==> src/rtl/mux_nx1_stream_if.sv <==
// Handshake bundle for mux_nx1_stream: N producer channels in, one consumer out.
// The master modport is the environment side; the slave modport is the mux itself.
interface mux_nx1_stream_if #(
    parameter int unsigned WIDTH = 8,
    parameter int unsigned N     = 4,
    parameter int unsigned SEL_W = $clog2(N)
);
    logic                 mode;
    logic [SEL_W-1:0]     sel;
    logic [N*WIDTH-1:0]   in_data;
    logic [N-1:0]         in_valid;
    logic [N-1:0]         in_ready;
    logic [WIDTH-1:0]     out_data;
    logic                 out_valid;
    logic                 out_ready;
    logic [SEL_W-1:0]     out_chan;

    modport master (
        output mode, sel, in_data, in_valid, out_ready,
        input  in_ready, out_data, out_valid, out_chan
    );

    modport slave (
        input  mode, sel, in_data, in_valid, out_ready,
        output in_ready, out_data, out_valid, out_chan
    );
endinterface

==> src/rtl/mux_nx1_stream.sv <==
// N-to-1 stream multiplexer with fixed or round-robin selection and one registered
// output stage; in_ready is combinational and only ever granted to a single channel.
module mux_nx1_stream #(
    parameter int unsigned WIDTH = 8,
    parameter int unsigned N     = 4,
    parameter int unsigned SEL_W = $clog2(N)
) (
    input logic               clk,
    input logic               rst,
    mux_nx1_stream_if.slave   bus
);

    if (N < 2 || N > 16) begin : g_bad_n
        $error("mux_nx1_stream: N must be in 2..16");
    end
    if (SEL_W != $clog2(N)) begin : g_bad_sel_w
        $error("mux_nx1_stream: SEL_W must equal $clog2(N)");
    end

    logic             out_valid_q, out_valid_d;
    logic [WIDTH-1:0] out_data_q, out_data_d;
    logic [SEL_W-1:0] out_chan_q, out_chan_d;
    logic [SEL_W-1:0] ptr_q, ptr_d;

    logic             load;
    logic             xfer;
    logic             fixed_vld, rr_vld, grant_vld;
    logic [SEL_W-1:0] fixed_idx, rr_idx, grant_idx;
    logic [N-1:0]     in_ready;
    logic [WIDTH-1:0] chan_data [N];

    for (genvar i = 0; i < N; i++) begin : g_unpack
        assign chan_data[i] = bus.in_data[i*WIDTH +: WIDTH];
    end

    // Out-of-range select yields no grant; index forced to 0 so the data mux stays in range.
    always_comb begin
        fixed_vld = 32'(bus.sel) < N;
        fixed_idx = fixed_vld ? bus.sel : '0;
    end

    // First valid channel starting at ptr_q, wrapping past N-1.
    always_comb begin
        int unsigned cand;
        rr_vld = 1'b0;
        rr_idx = '0;
        cand   = 0;
        for (int unsigned k = 0; k < N; k++) begin
            cand = 32'(ptr_q) + k;
            if (cand >= N) begin
                cand = cand - N;
            end
            if (!rr_vld && bus.in_valid[SEL_W'(cand)]) begin
                rr_vld = 1'b1;
                rr_idx = SEL_W'(cand);
            end
        end
    end

    assign grant_vld = bus.mode ? rr_vld : fixed_vld;
    assign grant_idx = bus.mode ? rr_idx : fixed_idx;
    assign load      = !out_valid_q || bus.out_ready;
    assign xfer      = load && grant_vld && bus.in_valid[grant_idx];

    always_comb begin
        in_ready = '0;
        if (!rst && load && grant_vld) begin
            in_ready[grant_idx] = 1'b1;
        end
    end

    always_comb begin
        out_valid_d = out_valid_q;
        out_data_d  = out_data_q;
        out_chan_d  = out_chan_q;
        ptr_d       = ptr_q;
        if (xfer) begin
            out_valid_d = 1'b1;
            out_data_d  = chan_data[grant_idx];
            out_chan_d  = grant_idx;
            if (bus.mode) begin
                ptr_d = (32'(grant_idx) == N - 1) ? '0 : grant_idx + 1'b1;
            end
        end else if (load) begin
            out_valid_d = 1'b0;
        end
    end

    always_ff @(posedge clk or posedge rst) begin
        if (rst) begin
            out_valid_q <= 1'b0;
            out_data_q  <= '0;
            out_chan_q  <= '0;
            ptr_q       <= '0;
        end else begin
            out_valid_q <= out_valid_d;
            out_data_q  <= out_data_d;
            out_chan_q  <= out_chan_d;
            ptr_q       <= ptr_d;
        end
    end

    assign bus.in_ready  = in_ready;
    assign bus.out_data  = out_data_q;
    assign bus.out_valid = out_valid_q;
    assign bus.out_chan  = out_chan_q;

    a_ready_onehot: assert property (@(posedge clk) disable iff (rst) $onehot0(in_ready));

    a_hold_on_stall: assert property (@(posedge clk) disable iff (rst)
        out_valid_q && !bus.out_ready |=> out_valid_q && $stable(out_data_q)
                                          && $stable(out_chan_q));

endmodule

==> src/flat_wrapper.sv <==
// flat-port wrapper written by rule: the top's interface ports become plain ports
module mux_nx1_stream_flat 
#(
    parameter int unsigned WIDTH = 8,
    parameter int unsigned N     = 4,
    parameter int unsigned SEL_W = $clog2(N)
)
  (clk, rst, bus_mode, bus_sel, bus_in_data, bus_in_valid, bus_out_ready, bus_in_ready, bus_out_data, bus_out_valid, bus_out_chan);
  mux_nx1_stream_if #(.WIDTH(WIDTH), .N(N), .SEL_W(SEL_W)) bus_i ();
  input logic clk;
  input logic rst;
  input wire logic [$bits(bus_i.mode)-1:0] bus_mode;
  input wire logic [$bits(bus_i.sel)-1:0] bus_sel;
  input wire logic [$bits(bus_i.in_data)-1:0] bus_in_data;
  input wire logic [$bits(bus_i.in_valid)-1:0] bus_in_valid;
  input wire logic [$bits(bus_i.out_ready)-1:0] bus_out_ready;
  output wire logic [$bits(bus_i.in_ready)-1:0] bus_in_ready;
  output wire logic [$bits(bus_i.out_data)-1:0] bus_out_data;
  output wire logic [$bits(bus_i.out_valid)-1:0] bus_out_valid;
  output wire logic [$bits(bus_i.out_chan)-1:0] bus_out_chan;
  assign bus_i.mode = bus_mode;
  assign bus_i.sel = bus_sel;
  assign bus_i.in_data = bus_in_data;
  assign bus_i.in_valid = bus_in_valid;
  assign bus_i.out_ready = bus_out_ready;
  assign bus_in_ready = bus_i.in_ready;
  assign bus_out_data = bus_i.out_data;
  assign bus_out_valid = bus_i.out_valid;
  assign bus_out_chan = bus_i.out_chan;
  mux_nx1_stream #(.WIDTH(WIDTH), .N(N), .SEL_W(SEL_W)) u_core (.clk(clk), .rst(rst), .bus(bus_i));
endmodule
==> config.mk <==
export PLATFORM = sky130hd
export DESIGN_NAME = mux_nx1_stream_flat
export DESIGN_NICKNAME = d
export VERILOG_FILES = /design/src/rtl/mux_nx1_stream_if.sv /design/src/rtl/mux_nx1_stream.sv /design/src/flat_wrapper.sv
export SDC_FILE = /design/constraint.sdc
export NUM_CORES = 1
export LEC_CHECK = 0
export BUFFER_PORTS_ARGS = -buffer_cell sky130_fd_sc_hd__buf_2
export CAP_MARGIN = 15
export CORE_MARGIN = 4
export CORE_UTILIZATION = 46
export DETAILED_ROUTE_END_ITERATION = 16
export GPL_TIMING_DRIVEN = 0
export PLACE_DENSITY = 0.88
export SLEW_MARGIN = 30
export SYNTH_ARGS = -nofsm -noshare
export SYNTH_HDL_FRONTEND = slang
export SYNTH_SLANG_ARGS = --single-unit
==> constraint.sdc <==
create_clock -name clk -period 2.8 [get_ports clk]
set_input_delay 0.42 -clock clk [delete_from_list [all_inputs] [get_ports clk]]
set_output_delay 0.42 -clock clk [all_outputs]
set_load 0.01 [all_outputs]
* After elaboration in Yosys (flattened, before gate mapping)
Index checks and enable logic that the tools add are counted.
Word-level totals: register bits after elaboration 13, output and inout port bits 15, logic and storage cells 74
Cells by class: eq/ne operators 1, add/subtract/negate cells 8, bitwise operators 1, order comparisons 11, multiplexer cells 33, reductions and logical operators 16
Operators with widths (number):
- 2-bit two-way mux | 10
- 8-bit binary-select mux with 2-bit select | 1
- 8-bit two-way mux | 2
- 2-bit by 3-bit < comparator with 1-bit output, second input constant | 5
- 1-bit two-way mux | 13
- 3-bit >= comparator, second input constant | 4
- 1-bit binary-select mux with 2-bit select | 5
- 1-bit logical AND | 8
- 2-bit by 1-bit subtractor with 2-bit output, second input constant | 4
- 2-bit by 2-bit adder with 3-bit output, second input constant | 2
- 1-bit zero test | 5
- 4-bit two-way mux | 1
- 2-bit by 1-bit adder with 3-bit output, second input constant | 1
- 2-bit by 3-bit >= comparator with 1-bit output, second input constant | 1
- 2-bit inverter with 3-bit output | 1
- 2-bit by 1-bit adder with 2-bit output, second input constant | 1
- 1-bit demux with 2-bit select | 1
- 2-bit == test, second input constant | 1
- 2-bit by 1-bit >= comparator with 1-bit output, second input constant | 1
- 2-bit AND reduction | 1
- 2-bit nonzero test | 1
- 1-bit logical OR | 1

* Depth between registers and ports, before layout
depth after elaboration 20, depth in mapped cells 9, mapped depth without buffers 7

* Worst setup path before layout
Ideal clock, no wire load.
kind input-to-output, from input bus_in_valid[1], to output bus_in_ready[0], required time 2.380 ns, setup slack 0.217 ns, stages 8, buffers on the path 2, arrival time 2.163 ns, cell sequence buf_2 > nor4bb_1 > a21oi_1 > o221ai_1 > and2_1 > inv_1 > buf_4 > nor4_1
Between the ends: cells in the longest elaborated chain, start to end 18
RTL lines:
- start: declaration | line flat_wrapper.sv:15 | input wire logic [$bits(bus_i.in_valid)-1:0] bus_in_valid;
- 1-bit binary-select mux with 2-bit select | line mux_nx1_stream.sv:53 | if (!rr_vld && bus.in_valid[SEL_W'(cand)]) begin
- 1-bit two-way mux (not written as such) | line mux_nx1_stream.sv:53
- 1-bit two-way mux | line mux_nx1_stream.sv:53
- 1-bit zero test | line mux_nx1_stream.sv:53
- 1-bit logical AND | line mux_nx1_stream.sv:53
- 1-bit two-way mux | line mux_nx1_stream.sv:53
- 1-bit zero test | line mux_nx1_stream.sv:53
- 1-bit logical AND | line mux_nx1_stream.sv:53
- [2 not listed]
- 1-bit logical AND | line mux_nx1_stream.sv:53
- 2-bit two-way mux | line mux_nx1_stream.sv:53
- 2-bit two-way mux | line mux_nx1_stream.sv:61 | assign grant_idx = bus.mode ? rr_idx : fixed_idx;
- 2-bit by 3-bit < comparator with 1-bit output (not written as such) / 2-bit by 1-bit >= comparator with 1-bit output (equally long branches) | line mux_nx1_stream.sv:68 | in_ready[grant_idx] = 1'b1;
- 1-bit logical AND (not written as such) | line mux_nx1_stream.sv:68
- 1-bit two-way mux (not written as such) | line mux_nx1_stream.sv:68
- 1-bit demux with 2-bit select
- 4-bit two-way mux (*) | line mux_nx1_stream.sv:67 | if (!rst && load && grant_vld) begin
- end: declaration | line flat_wrapper.sv:17 | output wire logic [$bits(bus_i.in_ready)-1:0] bus_in_ready;
Mark *: on every way between the ends. The rest lies on a longest branch, timed or not. The select of a mux whose other input is x is not followed.

* Worst setup path in the final report
from register u_core.ptr_q[1], to output bus_in_ready[2]
Between the ends: cells in the longest elaborated chain, start to end 20
RTL lines:
- start: declaration | line mux_nx1_stream.sv:23 | logic [SEL_W-1:0] ptr_q, ptr_d;
- start signal: assignment | line mux_nx1_stream.sv:99 | ptr_q <= ptr_d;
- parallel branches: the longest is 13 deep, another holds 2-bit by 1-bit adder with 3-bit output
- 2-bit two-way mux (*) | line mux_nx1_stream.sv:53
- 2-bit two-way mux (*) | line mux_nx1_stream.sv:61
- named net u_core.grant_idx[0] | line mux_nx1_stream.sv:28 | logic [SEL_W-1:0] fixed_idx, rr_idx, grant_idx;
- 2-bit by 3-bit < comparator with 1-bit output (not written as such) / 2-bit by 1-bit >= comparator with 1-bit output (equally long branches) | line mux_nx1_stream.sv:68
- 1-bit logical AND (not written as such) | line mux_nx1_stream.sv:68
- 1-bit two-way mux (not written as such) | line mux_nx1_stream.sv:68
- 1-bit demux with 2-bit select (*)
- 4-bit two-way mux (*) | line mux_nx1_stream.sv:67
Mark *: on every way through the listed nets, which the timed path passes. The select of a mux whose other input is x is not followed.

==> impl_metrics.csv <==
group,metric,value,unit
worst_setup_path,critPathMaxFanout,10,
synthesis,synthXorXnorAreaFrac,0,%
global_routing,grt_max_degree,14,
sta,clock_skew,0.00863,ns
routing,vias,1240,
synthesis,synth_top_family_by_area,"multiplexers",
routing,wire_per_inst,18.0,um
routing,antenna_left,0,
min_path,hp-class,"in -> async",
global_routing,grt_pass1_wl,5690,um
floorplan,rows,17,
floorplan,fp.dieH,58.1,um
final_layout,fin_area,1600,um^2
worst_setup_path,endpoint_kind,"output port",
floorplan,io_pins,57,
floorplan,die_w,58.1,um
synthesis,yosysTopAreaCell,"dfrtp_1",
synthesis,synth_top_area_share,28.2,%
synthesis,ys.flop_type,"dfrtp_1",
sta,finalSetupTns,0,ns
cts,cts_buffers,3,
routing,firstDrtPassIters,4,
sta,slew_headroom,64.2,%
global_routing,gr-max-usage-layer,"met2",
sta,finalMaxSlewViolations,0,
synthesis,netlist_area,1150,um^2
global_routing,use_met1,25.1,%
cts,cts_tree,"yes",
sta,max_freq,0.367,GHz
synthesis,yosysSeqAreaShare,28.2,%
synthesis,syn-num-nets,160,
worst_setup_path,worst-setup-path-type,"reg -> out",
global_routing,grt_pass1_vias,1236,
sta,worstMarginPinSlew,0.537,ns
pwr,p_per_area,768,nW/um^2
place,placed_cell_area,1460,um^2
routing,vias_per_cell,5.90,
global_routing,antenna_found_initial,0,
sta,rsz0062_at_grt,"yes",
synthesis,ys_seq_elements,13,
routing,route.detailed.drc,0,
synthesis,avgSynthCellArea,9.96,um^2
synthesis,synthMostInstantiatedCell,"mux2i_1",
routing,drtIter0Drc,65,
global_routing,grtUsageMet2,40.5,%
place,io_buffers,54,
final_layout,nets,227,
synthesis,synth_area_leaders,"dfrtp_1, mux2i_1, mux2_2, inv_1, nand2_1",
cts,clockRootBuffer,"clkbuf_4",
pwr,p_leak,0.822,nW
cts,h-tree-depth,1,
cts,insertion_delay,0.29,ns
synthesis,synth_cell_type_count,38,
sta,finalHoldViolCount,0,
sta,final-setup-viol-count,0,
routing,routed_wl,3780,um
synthesis,synth_fa_ha_area_share,2.17,%
synthesis,synth_cells,116,
floorplan,start_util,50.3,%
final_layout,area_growth,38.9,%
synthesis,synth_edf_count,0,
cts,cts.sinks,13,
synthesis,yosys_warnings,0,
synthesis,synth-async-reset-ratio,100,%
synthesis,synthSimpleGateAreaFrac,13.9,%
sta,fin_crit_sh,97.3,%
pwr,vdd_drop_max,515,uV
global_routing,track_usage,21.8,%
place,dpl.hpwl,2810,um
global_routing,grt_use_met3,4.68,%
cts,cts.clk_slew.worst_paths,0.09,ns
cts,cts_buffer_depth,2,
run,maxCapViolations,0,
global_routing,grt-ovfl-total,0,
place,globalplace.congestion,0.777,
outcome,status,"complete, no violations",
sta,fin_crit,2.72,ns
worst_setup_path,arrival,2.30,ns
floorplan,die-area,3380,um^2
synthesis,ys_top_cells_by_count,"mux2i_1, dfrtp_1, inv_1, mux2_2, nand2_1",
cts,hold_buffers,0,
worst_setup_path,worstPathRequired,2.38,ns
synthesis,synthMuxAreaShare,31.5,%
final_layout,antenna-diode-count,0,
final_layout,drive_gt1_share,51.6,%
worst_setup_path,start_kind,"register",
floorplan,core_area,2300,um^2
synthesis,synth-compound-area-share,18.9,%
-- worst paths after layout --
kind / start / slack [ns] / cells past startpoint / end
worst max-delay path: u_core.ptr_q[1]$_DFFE_PP0P_ / 0.08 / 9 / bus_in_ready[2]
worst min-delay path: rst / 0.20 / 2 / u_core.bus.out_data[7]$_DFFE_PP0P_
worst max register to register: u_core.ptr_q[1]$_DFFE_PP0P_ / 0.37 / 7 / u_core.bus.out_data[4]$_DFFE_PP0P_
worst min register to register: u_core.bus.out_valid$_DFFE_PP0P_ / 0.51 / 1 / u_core.bus.out_valid$_DFFE_PP0P_
max in group asynchronous: rst / 2.22 / 2 / u_core.ptr_q[0]$_DFFE_PP0P_
min in group clk: bus_out_ready / 0.43 / 3 / u_core.bus.out_valid$_DFFE_PP0P_
-- registers in the layout, summed over array words and instances (netlist names) --
name / cells
u_core.bus.out_chan: 2
u_core.bus.out_valid: 1
u_core.ptr_q: 2
u_core.bus.out_data: 8
-- cell type report --
class | instances | area, um^2
buffer | 6 | 52.6
timing repair buffer | 62 | 328
multi-input combinational | 89 | 806
inverter | 8 | 30.0
tap | 28 | 35.0
sequential | 13 | 327
fill | 167 | 693
clock buffer | 4 | 26.3
-- placed cells by master (no fill, tap or decap), drive strengths merged, types with 3 or more instances in the layout --
cell type / instances
clkbuf: 4
o31ai: 3
and2: 3
inv: 8
dfrtp: 13
buf: 68
nand2: 8
nor2b: 3
a21oi: 3
mux2i: 24
nor2: 3
mux2: 9
a21o: 3
-- repair_timing --
| item | 4_1_cts | 5_1_grt |
|---|---|---|
| buffers inserted | 1 | 6 |
| gates cloned | 0 | 1 |
| pin swaps | 2 | 3 |
| resized for setup | 8 | 10 |
| setup endpoints to repair | 4 | 4 |
-- power breakdown --
group          internal [mW]  total [mW]  switching (mW)
logic                  0.384       0.750           0.367
registers              0.284       0.357          0.0731
clock network         0.0554       0.124          0.0684
-- layer usage --
layer	vias up	part of all wire (%)
li1	574	-
met1	592	35
met2	59	57
met3	15	5.6
met4	0	2.8
met5	-	0
-- through the flow --
step | worst slack [ns] | cells | util (%) | power (mW) | hold slack, ns
2_1_floorplan | 0.217 | 116 | - | 0.781 | 0.297
4_1_cts | 0.0251 | 203 | 66.3 | 1.15 | 0.204
5_1_grt | -0.0815 | 210 | 69.8 | 1.32 | 0.224
3_3_place_gp | -0.0221 | 198 | 63.6 | 0.952 | 0.471
3_5_place_dp | -0.103 | 198 | 63.6 | 0.997 | 0.493
6_report | 0.0767 | 210 | 69.8 | 1.23 | 0.196
-- kinds of logic after synthesis --
| group | after synthesis |
|---|---|
| multiplexers | 34 |
| AND/OR/NAND/NOR | 29 |
| adder cells (fa/ha/maj) | 2 |
| flip-flops | 13 |
| AO/OA/AOI/OAI | 24 |
| buffers and inverters | 14 |
-- critical path, cell delays in order (launching register included) --
cell	delay (ns)
dfrtp_1	0.43
buf_6	0.15
nand2b_1	0.17
a31oi_1	0.27
a31o_2	0.28
buf_6	0.19
inv_1	0.08
ha_1	0.20
and2_1	0.12
buf_2	0.13
Power figures use the tool's default switching activity.
